===== src/rtl/mac_row_drain_pkg.sv =====
// Shared widths, FSM states and lane-word types for the MAC row read-out path.
package mac_row_drain_pkg;

    localparam int unsigned N_LANES     = 8;
    localparam int unsigned ACC_W       = 32;
    localparam int unsigned K_BEATS_DEF = 16;
    localparam int unsigned SEQ_W       = 8;
    localparam int unsigned IDX_W       = $clog2(N_LANES);

    typedef logic [ACC_W-1:0]         acc_word_t;
    typedef logic [N_LANES*ACC_W-1:0] acc_row_t;
    typedef logic [SEQ_W-1:0]         seq_t;

    typedef enum logic [1:0] {
        ST_ACC,
        ST_HOLD,
        ST_CAP
    } drain_state_e;

endpackage


===== src/rtl/mac_row_drain_if.sv =====
// Feed-side and result-stream signals between the MAC row, its drain block and writeback.
interface mac_row_drain_if;
    import mac_row_drain_pkg::*;

    logic      beat_i;
    logic      flush_i;
    logic      feed_ready_o;
    acc_row_t  acc_i;
    logic      acc_clr_o;
    logic      out_valid_o;
    logic      out_ready_i;
    acc_word_t out_data_o;
    logic      out_last_o;
    seq_t      out_seq_o;

    modport master (
        output beat_i, flush_i, acc_i, out_ready_i,
        input  feed_ready_o, acc_clr_o, out_valid_o, out_data_o, out_last_o, out_seq_o
    );

    modport slave (
        input  beat_i, flush_i, acc_i, out_ready_i,
        output feed_ready_o, acc_clr_o, out_valid_o, out_data_o, out_last_o, out_seq_o
    );

endinterface


===== src/rtl/mac_row_drain_shadow.sv =====
// Shadow bank of one captured tile, serialised lane by lane over valid/ready.
module mac_row_drain_shadow
    import mac_row_drain_pkg::*;
(
    input  logic      clk,
    input  logic      rst_n,
    input  logic      load,
    input  acc_row_t  acc,
    input  seq_t      seq_in,
    input  logic      out_ready,
    output logic      empty_c,
    output logic      last_hs_c,
    output logic      out_valid,
    output acc_word_t out_data,
    output logic      out_last,
    output seq_t      out_seq
);

    acc_word_t        bank [N_LANES];
    logic             full;
    logic [IDX_W-1:0] idx;
    logic [IDX_W-1:0] idx_inc_c;
    logic             hs_c;

    assign hs_c      = full && out_ready;
    assign last_hs_c = hs_c && (idx == IDX_W'(N_LANES - 1));
    assign empty_c   = !full;
    assign idx_inc_c = idx + IDX_W'(1);
    assign out_valid = full;

    // Output word and last flag are preloaded so they come straight from flops.
    always_ff @(posedge clk or negedge rst_n) begin
        if (!rst_n) begin
            for (int i = 0; i < int'(N_LANES); i++) bank[i] <= '0;
            full     <= 1'b0;
            idx      <= '0;
            out_data <= '0;
            out_last <= 1'b0;
            out_seq  <= '0;
        end else if (load) begin
            for (int i = 0; i < int'(N_LANES); i++) bank[i] <= acc[i*ACC_W +: ACC_W];
            full     <= 1'b1;
            idx      <= '0;
            out_data <= acc[ACC_W-1:0];
            out_last <= (N_LANES == 1);
            out_seq  <= seq_in;
        end else if (hs_c) begin
            if (last_hs_c) begin
                full     <= 1'b0;
                idx      <= '0;
                out_last <= 1'b0;
            end else begin
                idx      <= idx_inc_c;
                out_data <= bank[idx_inc_c];
                out_last <= (idx_inc_c == IDX_W'(N_LANES - 1));
            end
        end
    end

endmodule


===== src/rtl/mac_row_drain.sv =====
// Counts operand beats into a MAC row, snapshots and clears the row per tile, and streams results.
module mac_row_drain
    import mac_row_drain_pkg::*;
#(
    parameter int unsigned K_BEATS = K_BEATS_DEF
) (
    input  logic            clk,
    input  logic            rst_n,
    mac_row_drain_if.slave  bus
);

    localparam int unsigned CNT_W = $clog2(K_BEATS + 1);

    drain_state_e     state, state_nxt;
    logic [CNT_W-1:0] beat_cnt, beat_cnt_nxt;
    seq_t             seq;
    logic             feed_ready;
    logic             acc_clr;
    logic             load_c;
    logic             empty_c;
    logic             last_hs_c;
    logic             tile_done_c;

    // Beats are only counted in ACC; anything presented in HOLD/CAP is dropped.
    always_comb begin
        state_nxt    = state;
        beat_cnt_nxt = beat_cnt;
        load_c       = 1'b0;
        tile_done_c  = 1'b0;
        case (state)
            ST_ACC: begin
                if (bus.beat_i) beat_cnt_nxt = beat_cnt + CNT_W'(1);
                tile_done_c = (bus.beat_i && (beat_cnt_nxt == CNT_W'(K_BEATS)))
                           || (bus.flush_i && ((beat_cnt != '0) || bus.beat_i));
                if (tile_done_c) state_nxt = (empty_c || last_hs_c) ? ST_CAP : ST_HOLD;
            end
            ST_HOLD: begin
                if (empty_c || last_hs_c) state_nxt = ST_CAP;
            end
            ST_CAP: begin
                load_c       = 1'b1;
                beat_cnt_nxt = '0;
                state_nxt    = ST_ACC;
            end
            default: state_nxt = ST_ACC;
        endcase
    end

    // acc_clr resets high so the row is held clear for the whole reset.
    always_ff @(posedge clk or negedge rst_n) begin
        if (!rst_n) begin
            state      <= ST_ACC;
            beat_cnt   <= '0;
            seq        <= '0;
            feed_ready <= 1'b1;
            acc_clr    <= 1'b1;
        end else begin
            state      <= state_nxt;
            beat_cnt   <= beat_cnt_nxt;
            if (load_c) seq <= seq + SEQ_W'(1);
            feed_ready <= (state_nxt == ST_ACC);
            acc_clr    <= (state_nxt == ST_CAP);
        end
    end

    assign bus.feed_ready_o = feed_ready;
    assign bus.acc_clr_o    = acc_clr;

    mac_row_drain_shadow u_shadow (
        .clk       (clk),
        .rst_n     (rst_n),
        .load      (load_c),
        .acc       (bus.acc_i),
        .seq_in    (seq),
        .out_ready (bus.out_ready_i),
        .empty_c   (empty_c),
        .last_hs_c (last_hs_c),
        .out_valid (bus.out_valid_o),
        .out_data  (bus.out_data_o),
        .out_last  (bus.out_last_o),
        .out_seq   (bus.out_seq_o)
    );

endmodule


===== src/flat_wrapper.sv =====
// flat-port wrapper written by rule: the top's interface ports become plain ports
module mac_row_drain_flat import mac_row_drain_pkg::*;
#(
    parameter int unsigned K_BEATS = K_BEATS_DEF
)
  (clk, rst_n, bus_beat_i, bus_flush_i, bus_acc_i, bus_out_ready_i, bus_feed_ready_o, bus_acc_clr_o, bus_out_valid_o, bus_out_data_o, bus_out_last_o, bus_out_seq_o);
  mac_row_drain_if bus_i ();
  input  logic clk;
  input  logic rst_n;
  input wire logic [$bits(bus_i.beat_i)-1:0] bus_beat_i;
  input wire logic [$bits(bus_i.flush_i)-1:0] bus_flush_i;
  input wire logic [$bits(bus_i.acc_i)-1:0] bus_acc_i;
  input wire logic [$bits(bus_i.out_ready_i)-1:0] bus_out_ready_i;
  output wire logic [$bits(bus_i.feed_ready_o)-1:0] bus_feed_ready_o;
  output wire logic [$bits(bus_i.acc_clr_o)-1:0] bus_acc_clr_o;
  output wire logic [$bits(bus_i.out_valid_o)-1:0] bus_out_valid_o;
  output wire logic [$bits(bus_i.out_data_o)-1:0] bus_out_data_o;
  output wire logic [$bits(bus_i.out_last_o)-1:0] bus_out_last_o;
  output wire logic [$bits(bus_i.out_seq_o)-1:0] bus_out_seq_o;
  assign bus_i.beat_i = bus_beat_i;
  assign bus_i.flush_i = bus_flush_i;
  assign bus_i.acc_i = bus_acc_i;
  assign bus_i.out_ready_i = bus_out_ready_i;
  assign bus_feed_ready_o = bus_i.feed_ready_o;
  assign bus_acc_clr_o = bus_i.acc_clr_o;
  assign bus_out_valid_o = bus_i.out_valid_o;
  assign bus_out_data_o = bus_i.out_data_o;
  assign bus_out_last_o = bus_i.out_last_o;
  assign bus_out_seq_o = bus_i.out_seq_o;
  mac_row_drain #(.K_BEATS(K_BEATS)) u_core (.clk(clk), .rst_n(rst_n), .bus(bus_i));
endmodule

===== config.mk =====
export PLATFORM = sky130hd
export DESIGN_NAME = mac_row_drain_flat
export DESIGN_NICKNAME = d
export VERILOG_FILES = /design/src/rtl/mac_row_drain_pkg.sv /design/src/rtl/mac_row_drain_if.sv /design/src/rtl/mac_row_drain_shadow.sv /design/src/rtl/mac_row_drain.sv /design/src/flat_wrapper.sv
export SDC_FILE = /design/constraint.sdc
export NUM_CORES = 1
export LEC_CHECK = 0
export CAP_MARGIN = 20
export CORE_MARGIN = 2
export CORE_UTILIZATION = 35
export CTS_CLUSTER_DIAMETER = 150
export DETAILED_ROUTE_END_ITERATION = 16
export DONT_BUFFER_PORTS = 1
export PLACE_DENSITY = 0.56
export SLEW_MARGIN = 0
export SYNTH_ARGS = -nofsm -noshare
export SYNTH_HDL_FRONTEND = slang
export SYNTH_SLANG_ARGS = --single-unit

===== constraint.sdc =====
create_clock -name clk -period 2.61 [get_ports clk]
set_clock_uncertainty 0.05 [all_clocks]
set_input_delay 0.261 -clock clk [delete_from_list [all_inputs] [get_ports clk]]
set_output_delay 0.261 -clock clk [all_outputs]
set_load 0.005 [all_outputs]

==> results.tsv <==
metric	value	unit
status	finished, violations left	
violations	hold timing	
clk_latency	0.54	ns
setup_violations	0	
synth_area_leaders	dfrtp_1, nand2_1, mux4_2, mux2i_1, buf_2	
critPathLaunchType	register	
cap_violations	0	
p_leak	8.821	nW
ys_async_sr_fraction	1.000	
dieArea	41630	um2
drive_gt1_frac	0.08763	
yosys_warnings	0	
root_buffer	clkbuf_16	
clk_transition_reported_paths	0.06	ns
crit_required	2.97	ns
nets	1931	
slew_headroom	0.07374	
num_vias	10770	
finalMaxSlewViolations	0	
synth_area	14010	um2
max_freq	449.9	MHz
irDropWorstVdd	556.8	uV
clockBufferDepth	3	
syn_nets	1706	
hold_buffers	258	
synth_top_area_frac	0.5646	
synth_edf_count	0	
syn_inst	1439	
end_kind	register	
min_path_type	in -> async	
ys_seq_area_frac	0.5683	
rows	73	
dp.final_hpwl	27020	um
ant_nets	0	
tightest_slew	1.389	ns
gr-total-overflow	0	
die_x	204.0	um
ioPinCount	305	
grt_pass1_wl	64450	um
h-tree-depth	2	
synth-main-ff-cell	dfrtp_1	
gr-usage-all-layers	0.2021	
grt_pass1_vias	11120	
worstReg2RegEnd	u_core.u_shadow.out_data[13]	
timing_worst_setup_path_type	reg -> reg	
synth_common_cells	nand2_1, dfrtp_1, mux4_2	
fin_tns_setup	0	ns
yosysTopAreaCell	dfrtp_1	
cp_data_arrival_time	2.58	ns
drt_iter0_markers	752	
synth.avg_cell_area	9.733	um2
reg2reg_from	u_core.u_shadow.idx[0]	
cts_setup_buffers	0	
synthDistinctLibCells	37	
min_period	2.223	ns
timing.hold.ws	-0.6057	ns
detailedRoute.firstPassIterationCount	5	
drt-total-wl	41580	um
cts_made_buffers	37	
start_util	0.3533	
post_cts_resized	0	
reg2reg_depth	6	
clkSinkCount	318	
area_delta_synth_final	30.65	%
grt_max_degree	319	
cts_tree	yes	
rsz0062_at_grt	false	
design_area	18300	um2
coreArea	39640	um2
routedWlPerCell	18.76	um
place_congestion	0.8200	
ys_ff_latch	318	
critPathMaxFanout	15	
r2r_setup_slack	0.39	ns
antenna_found_initial	4	
die_y	204.0	um
hold_viol	318	
port_buffers	0	
synth.most_common_cell	nand2_1	
via_per_inst	4.856	
post_dp_cell_area	14510	um2
period_share	0.8517	
remaining_drc_errors	0	
power_density	1249	nW/um2
==> state kept, by name, indices dropped and copies added (netlist names) <==
| signal | count |
|---|---|
| u_core.u_shadow.bank | 256 |
| u_core.u_shadow.out_data | 32 |
| u_core.seq | 8 |
| u_core.u_shadow.out_seq | 8 |
| u_core.beat_cnt | 5 |
| u_core.u_shadow.idx | 3 |
| u_core.state | 2 |
| u_core.bus.acc_clr_o | 1 |
| u_core.bus.feed_ready_o | 1 |
| u_core.u_shadow.out_last | 1 |
| u_core.u_shadow.out_valid | 1 |
==> cells in the final DEF, fill, tap and decap left out, drive strengths merged, types with 6 or more instances in the layout <==
master and n:
clkinv 7, ha 6, nand2 825, mux4 63, dlygate4sd3 258, buf 17, o21ai 13, a22oi 12
xnor2 7, dfrtp 316, o211ai 20, clkbuf 52, a21oi 6, mux2i 34, nor2 10
==> stage by stage <==
step	cells	setup WS (ns)	hold slack, ns	util	total power, mW
after floorplan	1439	0.4818	-0.08459	-	14.86
after global placement	1892	0.3842	-0.07146	0.3661	17.25
after detailed placement	1892	0.3545	-0.07072	0.3661	17.51
after CTS	2214	0.3476	-0.6585	0.4614	23.07
after global routing	2217	0.2764	-0.6491	0.4616	24.55
final	2217	0.3871	-0.6057	0.4616	22.85
==> metal layers <==
layer	vias to the layer above	routed length, um	GRT usage
li1	5087	-	-
met1	5248	19050	0.2848
met2	330	18600	0.3011
met3	99	2192	0.04129
met4	2	1730	0.09136
met5	-	13	0
==> kinds of logic after synthesis <==
| family | count (synthesis) | synth area share |
|---|---|---|
| simple gates | 854 | 0.2320 |
| compound gates | 61 | 0.02948 |
| fa+ha+maj | 6 | 0.005360 |
| mux | 98 | 0.1264 |
| buf+inv | 92 | 0.03216 |
| flops | 318 | 0.5683 |
| xor+xnor | 10 | 0.006254 |
==> layout make-up <==
class	count	area [um2]
fill	3664	21340
sequential	318	7964
multi-input combinational	1029	5629
timing repair buffer	275	2835
clock buffer	52	1095
tap	525	656.9
clock inverter	12	100.1
inverter	3	11.26
antenna	3	7.507
==> how the worst max path moves through the flow <==
stage | start | end | slack, ns | cells past startpoint
2_1_floorplan | u_core.u_shadow.idx[0] | u_core.u_shadow.out_data[14] | 0.48 | 9
3_3_place_gp | u_core.u_shadow.idx[0] | u_core.u_shadow.out_data[11] | 0.38 | 6
3_5_place_dp | u_core.u_shadow.idx[0] | u_core.u_shadow.out_data[13] | 0.35 | 6
4_1_cts | u_core.u_shadow.idx[0] | u_core.u_shadow.out_data[13] | 0.35 | 6
5_1_grt | u_core.u_shadow.idx[0] | u_core.u_shadow.out_data[13] | 0.28 | 6
6_report | u_core.u_shadow.idx[0] | u_core.u_shadow.out_data[13] | 0.39 | 6
==> worst max-delay path, cell delays in order (launching register included) <==
cell and delay (ns):
dfrtp_4 0.54, inv_1 0.11, ha_4 0.42, buf_4 0.32, mux4_2 0.39, mux2i_1 0.16, o211ai_1 0.10
==> power by group <==
part           switching [mW]  internal (mW)  total, mW  leakage [nW]
clock                    2.08           3.02       5.11         0.585
combinational            4.66           4.15       8.81          4.31
sequential               1.60           7.33       8.93          3.93
(Power assumes the default switching activity.)
